--- config.mk ---
export PLATFORM = sky130hd
export DESIGN_NAME = instr_dispatcher
export DESIGN_NICKNAME = d
export VERILOG_FILES = /design/src/rtl/instr_dispatcher.sv
export SDC_FILE = /design/constraint.sdc
export NUM_CORES = 1
export LEC_CHECK = 0
export BUFFER_PORTS_ARGS = -buffer_cell sky130_fd_sc_hd__buf_2
export CAP_MARGIN = 0
export CORE_ASPECT_RATIO = 1.4
export CORE_UTILIZATION = 60
export CTS_CLUSTER_DIAMETER = 100
export DETAILED_ROUTE_END_ITERATION = 16
export GPL_ROUTABILITY_DRIVEN = 0
export PLACE_DENSITY = 0.85
export SLEW_MARGIN = 5
export SYNTH_ARGS = -nofsm -noshare
export SYNTH_HDL_FRONTEND = slang
export SYNTH_SLANG_ARGS = --single-unit
--- constraint.sdc ---
create_clock -name clk -period 3.7 [get_ports clk]
set_input_delay 0.74 -clock clk [delete_from_list [all_inputs] [get_ports clk]]
set_output_delay 0.74 -clock clk [all_outputs]
set_load 0.02 [all_outputs]
--- src/rtl/instr_dispatcher.sv ---
// Instruction queue plus dispatcher FSM: issues queued words to an array controller one at a time.
// Start is one cycle after run is sampled in IDLE. instr_ready drops when the queue is full or in ERROR.
module instr_dispatcher #(
  parameter int DEPTH   = 16,
  parameter int TIMEOUT = 1024
) (
  input  logic                    clk,
  input  logic                    reset,
  input  logic [31:0]             instr_in,
  input  logic                    instr_valid,
  output logic                    instr_ready,
  input  logic                    run,
  input  logic                    flush,
  output logic [31:0]             instruction,
  output logic                    start,
  input  logic                    finish_flag,
  output logic                    busy,
  output logic                    done,
  output logic                    error,
  output logic [$clog2(DEPTH):0]  level,
  output logic [7:0]              issued
);

  localparam int AW = $clog2(DEPTH);
  localparam int CW = $clog2(TIMEOUT + 1);
  localparam logic [AW:0] FULL_LVL = (AW + 1)'(DEPTH);
  localparam logic [AW:0] LVL_ONE  = (AW + 1)'(1);

  typedef enum logic [2:0] {
    IDLE, ISSUE, WAIT_BUSY, WAIT_FIN, DONE, ERROR
  } state_t;

  state_t        state, state_nxt;
  logic [31:0]   mem [DEPTH];
  logic [AW-1:0] rd_ptr, wr_ptr;
  logic [AW:0]   level_nxt;
  logic [CW-1:0] phase_cnt;
  logic          flush_act, push, pop, phase_expired;

  // flush only takes effect while nothing is in flight at the controller
  assign flush_act     = flush && (state == IDLE || state == DONE || state == ERROR);
  assign instr_ready   = (level != FULL_LVL) && (state != ERROR);
  assign push          = instr_valid && instr_ready && !flush_act;
  assign pop           = (state == WAIT_FIN) && finish_flag;
  assign phase_expired = (phase_cnt == CW'(TIMEOUT - 1));

  always_comb begin
    level_nxt = level;
    if (flush_act)
      level_nxt = '0;
    else if (push && !pop)
      level_nxt = level + LVL_ONE;
    else if (pop && !push)
      level_nxt = level - LVL_ONE;
  end

  always_ff @(posedge clk) begin
    if (!reset) begin
      state     <= IDLE;
      rd_ptr    <= '0;
      wr_ptr    <= '0;
      level     <= '0;
      issued    <= '0;
      phase_cnt <= '0;
    end else begin
      state <= state_nxt;
      level <= level_nxt;
      if (flush_act) begin
        rd_ptr <= '0;
        wr_ptr <= '0;
      end else begin
        if (push) wr_ptr <= wr_ptr + AW'(1);
        if (pop)  rd_ptr <= rd_ptr + AW'(1);
      end
      if (state == IDLE && state_nxt == ISSUE)
        issued <= '0;
      else if (pop)
        issued <= issued + 8'd1;
      if (state_nxt != state)
        phase_cnt <= '0;
      else if (state == WAIT_BUSY || state == WAIT_FIN)
        phase_cnt <= phase_cnt + CW'(1);
    end
  end

  always_ff @(posedge clk) begin
    if (reset && push)
      mem[wr_ptr] <= instr_in;
  end

  always_comb begin
    state_nxt = state;
    case (state)
      IDLE: begin
        if (flush)
          state_nxt = IDLE;
        else if (run)
          state_nxt = (level != '0) ? ISSUE : DONE;
      end
      ISSUE:     state_nxt = WAIT_BUSY;
      WAIT_BUSY: begin
        if (!finish_flag)
          state_nxt = WAIT_FIN;
        else if (phase_expired)
          state_nxt = ERROR;
      end
      WAIT_FIN: begin
        // level_nxt already accounts for a push landing in the pop cycle
        if (finish_flag)
          state_nxt = (level_nxt != '0) ? ISSUE : DONE;
        else if (phase_expired)
          state_nxt = ERROR;
      end
      DONE:      state_nxt = IDLE;
      ERROR: begin
        if (flush)
          state_nxt = IDLE;
      end
      default:   state_nxt = IDLE;
    endcase
  end

  always_comb begin
    start = (state == ISSUE);
    busy  = (state == ISSUE) || (state == WAIT_BUSY) || (state == WAIT_FIN);
    done  = (state == DONE);
    error = (state == ERROR);
  end

  // head cannot move while busy, so this holds the issued word until its pop
  assign instruction = (level != '0) ? mem[rd_ptr] : 32'd0;

endmodule

Yosys cells after proc, flatten, opt, wreduce, memory -nomap -nowiden
Memory sizes are Yosys's and may differ from the RTL's. A register that Yosys moved wholly into a read port is not among the register bits.
Cells that the tools add are included.

cells by class
  bitwise gates (word level) = 1
  multiplexer cells = 17
  $add $sub $neg = 6
  reduce and logical (&&, ||, !) cells = 23
  eq/ne operators = 10

operators by type and width
  operator                                                            count
  32-bit two-way mux                                                  1
  3-bit two-way mux                                                   8
  5-bit two-way mux                                                   3
  3-bit one-hot mux with 5 select lines                               1
  11-bit by 1-bit adder with 11-bit output, second input constant     1
  11-bit by 10-bit == test with 1-bit output, second input constant   1
  5-bit nonzero test                                                  2
  1-bit logical AND                                                   9
  4-bit by 1-bit adder with 4-bit output, second input constant       2
  8-bit by 1-bit adder with 8-bit output, second input constant       1
  4-bit two-way mux                                                   2
  3-bit by 1-bit == test with 1-bit output, second input constant     2
  3-bit by 2-bit == test with 1-bit output, second input constant     2
  3-bit == test, second input constant                                2
  2-bit OR reduction                                                  3
  5-bit by 1-bit adder with 5-bit output, second input constant       1
  1-bit logical OR                                                    5
  5-bit inequality test, second input constant                        1
  5-bit by 1-bit subtractor with 5-bit output, second input constant  1
  1-bit zero test                                                     3
  3-bit zero test                                                     1
  3-bit inequality test                                               1
  3-bit inequality test, second input constant                        1
  1-bit two-way mux                                                   2
  1-bit NOT                                                           1

storage, ports and cells
  bits in registers = 35
  memory bits (writable) = 512
  memories = 1

memory list
  memory  words  bits a word  read ports  clocked after Yosys merged registers in  wr ports  line  RTL
  mem     16     32           1           1                                        1         34    logic [31:0] mem [DEPTH];

Logic depth before layout (Yosys ltp)
  depth in word-level cells = 18
  depth in mapped cells = 10

Worst setup path after synthesis
No wires, ideal clock.

  path type = register to register
  start = register level[0]
  end = memory mem[7][0] (enable)
  data arrival time = 3067 ps
  clock period less this slack = 3488 ps
  library setup time = 421 ps
  data required time = 3279 ps
  setup slack = 212 ps
  buffers on the path = 1
  cell stages (with the launch flop) = 8
  path through = dfxtp_1 > inv_1 > ha_1 > a311o_1 > nor2_4 > buf_4 > nand2_1 > nor2_1

on the way
  word-level cells in the longest chain between the ends = 7

RTL lines
  element                                  line  RTL
  from (decl)                              20    output logic [$clog2(DEPTH):0] level,
  from (signal assigned)                   67    level <= level_nxt;
  5-bit inequality test                    42    assign instr_ready = (level != FULL_LVL) && (state != ERROR);
  1-bit logical AND                        42
  1-bit logical AND (2 in a row)           43    assign push = instr_valid && instr_ready && !flush_act;
  1-bit logical AND                        87    if (reset && push)
  1-bit two-way mux                        87
  1-bit two-way mux (not written as such)  88    mem[wr_ptr] <= instr_in;
  to (decl)                                34

No other way between the ends.

==> metrics.md <==
| Metric | Value |
|---|---|
| Status | `complete, no violations` |
| Fmax | `283 MHz` |
| Share of Yosys cell area claimed by the top area cell type | `between 70% and 80%` |
| Async set-or-reset flop fraction in the synthesized netlist | `0%` |
| Final nets | `1,198` |
| EDFF count, synth | `512` |
| Total of cells resized after clock tree synthesis | `0` |
| Commonest cells post-synth | `512 x edfxtp_1, 160 x mux4_2, 51 x nor2_1` |
| Fin crit share | `a little over nine tenths` |
| Req. time, crit path | `roughly 3.0 ns` |
| Maximum vdd drop | `0.329 mV` |
| Power density over the cells | `around 490 nW/µm²` |
| Area leader, netlist | `edfxtp_1` |
| Fin. Hold Viols | `0` |
| Most used DFF post-synth | `edfxtp_1` |
| Largest net degree at the start of global routing | `40` |
| Drt via density | `~6.6` |
| TNS Setup | `0 ns` |
| Slew of the pin with the lowest slew margin | `0.823 ns` |
| Routed len/inst | `a little under 30 µm` |
| Min-delay src | `issued[1]$_SDFFE_PP0N_` |
| Crit path DAT | `between 2 and 3 ns` |
| Final WL | `48,800 µm` |
| Slew Viols, Final | `0` |
| Die X | `about 160 µm` |
| Clk_skew | `0.0132 ns` |
| Boundary Pins | `88` |
| Starting density of the core | `between 60% and 70%` |
| Worst rel slew slack | `44.9%` |
| Overall die area | `~37,000 µm²` |
| Synth Instances | `1,021` |
| Drt drc | `0` |
| Global-route wire length before repair | `between 70,000 and 80,000 µm` |
| All-Layer GR Usage | `27.4%` |
| Total vias in the final route | `between 10k and 15k` |
| Hold EP | `issued[1]$_SDFFE_PP0N_` |
| Critical path class | `register to primary output` |
| Min-Delay Path Class | `register to register` |
| Total CTS buffers | `between 40 and 50` |
| Syn Area/Cell | `21.2 µm²` |
| Layout cell share with drive strength beyond 1 | `about a third` |
| Antenna fix cells | `0` |
| Final ANT Viol Nets | `0` |
| Lkg Pwr | `a little under 8 nW` |
| Final setup violation count | `0` |
| Max Cap Viol | `0` |
| Clk sinks | `~550` |
| First-pass DRT Iterations | `5` |
| WHS Path Cells | `2` |
| Reg2reg end | `mem[3][8]$_DFFE_PP_` |
| CTS tree | `built` |
| Post-CTS setup buffers | `0` |
| Min Tclk post-route | `approximately 3.5 ns` |
| H-tree levels | `2` |
| Worst Hold Slack | `between 0.5 and 0.6 ns` |
| Worst reg2reg startpoint | `level[0]$_SDFF_PN0_` |
| Clock transition at the registers of the reported paths | `~0.060 ns` |
| Ys Warns | `0` |
| Reg2reg path depth | `7` |
| Distinct cells, synth | `between 50 and 60` |
| Number of hold buffers added after CTS | `0` |
| Area Overhead vs Synth | `13.3%` |
| CP startpoint kind | `register` |
| Root buffer cell | `clkbuf_16` |
| Gr ovfl total | `0` |
| Row count | `roughly 80` |
| Highest net fanout along the worst path | `36` |
| RSZ-0062 raised after global routing | `no` |
| Mapped Area | `approximately 22,000 µm²` |
| Vias in the first global route | `~11k` |
| Power Total | `12.0 mW` |
| R2R Setup Slk | `0.61 ns` |
| Iteration-0 DRC count of the detailed router | `1,341` |
| Skew-Pair Late Insertion Delay | `a little under 0.6 ns` |
| Die H | `between 200 and 250 µm` |
| Net count after synthesis | `~1.1k` |
| Sequential share of the synthesized area | `74.6%` |
| Initial antenna violation count | `0` |
| Core area | `around 36,000 µm²` |
| IO Port Bufs | `87` |
| #FFs+latches synth | `between 500 and 600` |
| Maximum root-to-sink buffer count | `3` |
| Dominant cells by area after synthesis | `edfxtp_1 71%, mux4_2 17%, dfxtp_1 3.6%, nor2b_1 0.95%, nor2_1 0.88%` |
| Count leader, synth | `edfxtp_1` |
| Dpl hpwl | `between 20,000 and 30,000 µm` |
| Core Util, Final | `68.7%` |
| CP Capture Type | `primary output` |
## critical path, stage by stage (launching register included)
cell and delay [ns]:
dfxtp_4 0.45, buf_12 0.31, mux4_2 0.59, mux4_2 0.46, nor2b_1 0.21, buf_2 0.19
## state kept, by name, summed over array words and instances, names as in the netlist, named ones only
register,count
mem,512
phase_cnt,11
issued,8
level,5
rd_ptr,4
wr_ptr,4
state,3
## layout make-up
class	count	area (µm²)
clock buffers	59	1250
clock inverters	26	249
fillers	2121	11200
inverters	9	33.8
multi-input cells	407	5340
flip-flops and latches	551	16200
well taps	462	578
repair buffers	133	931
## routing by layer
metal / GRT usage [%] / share of wire [%] / wire length, µm / up-vias
li1: - / - / - / 4456
met1: 34.5 / 35 / 17200 / 5695
met2: 47.7 / 53 / 26100 / 631
met3: 4.15 / 7.8 / 3810 / 133
met4: 11.4 / 3.5 / 1730 / 0
met5: 0 / 0 / 0 / -
## where the power goes
group          internal [mW]  total, mW  switching, mW
clock network           2.69       4.88           2.18
logic                 0.0730      0.254          0.181
registers               6.81       6.82        0.00968
total                   9.58       12.0           2.37
## layout by cell type (no fill, tap or decap), types with 12 or more instances in the layout
cell type    n
buf_12      12
buf_2       87
buf_4       34
clkbuf_16   48
dfxtp_1     35
edfxtp_1   512
mux4_2     160
nand2_1     31
nor2_1      35
nor2_4      17
nor2b_1     33
xnor2_1     16
xor2_1      15
## stage by stage
stage,cells,cell area [µm²],setup WS (ns)
finish,1647,24500,0.163
global route,1647,24500,0.0726
CTS,1647,24500,0.150
detailed placement,1562,23000,0.647
global placement,1562,23000,0.779
floorplan,1021,21700,0.212
## how the worst max path moves through the flow
stage	from	to	slack (ns)	cells after the start
final	register	instruction[29]	0.16	5
after global routing	register	instruction[29]	0.07	5
after CTS	register	instruction[29]	0.15	5
after detailed placement	level[0]$_SDFF_PN0_	mem[3][2]$_DFFE_PP_	0.65	7
after global placement	instr_valid	mem[3][2]$_DFFE_PP_	0.78	7
after floorplan	level[0]$_SDFF_PN0_	mem[7][0]$_DFFE_PP_	0.21	7
## cell families after synthesis
family	share of synthesized area (%)
adder cells (fa/ha/maj)	0.578
AND/OR/NAND/NOR	3.99
XOR/XNOR	1.25
multiplexers	16.7
buffers and inverters	1.35
flip-flops	74.6
AO/OA/AOI/OAI	1.49
No activity file was read; power rests on OpenSTA's default activity.
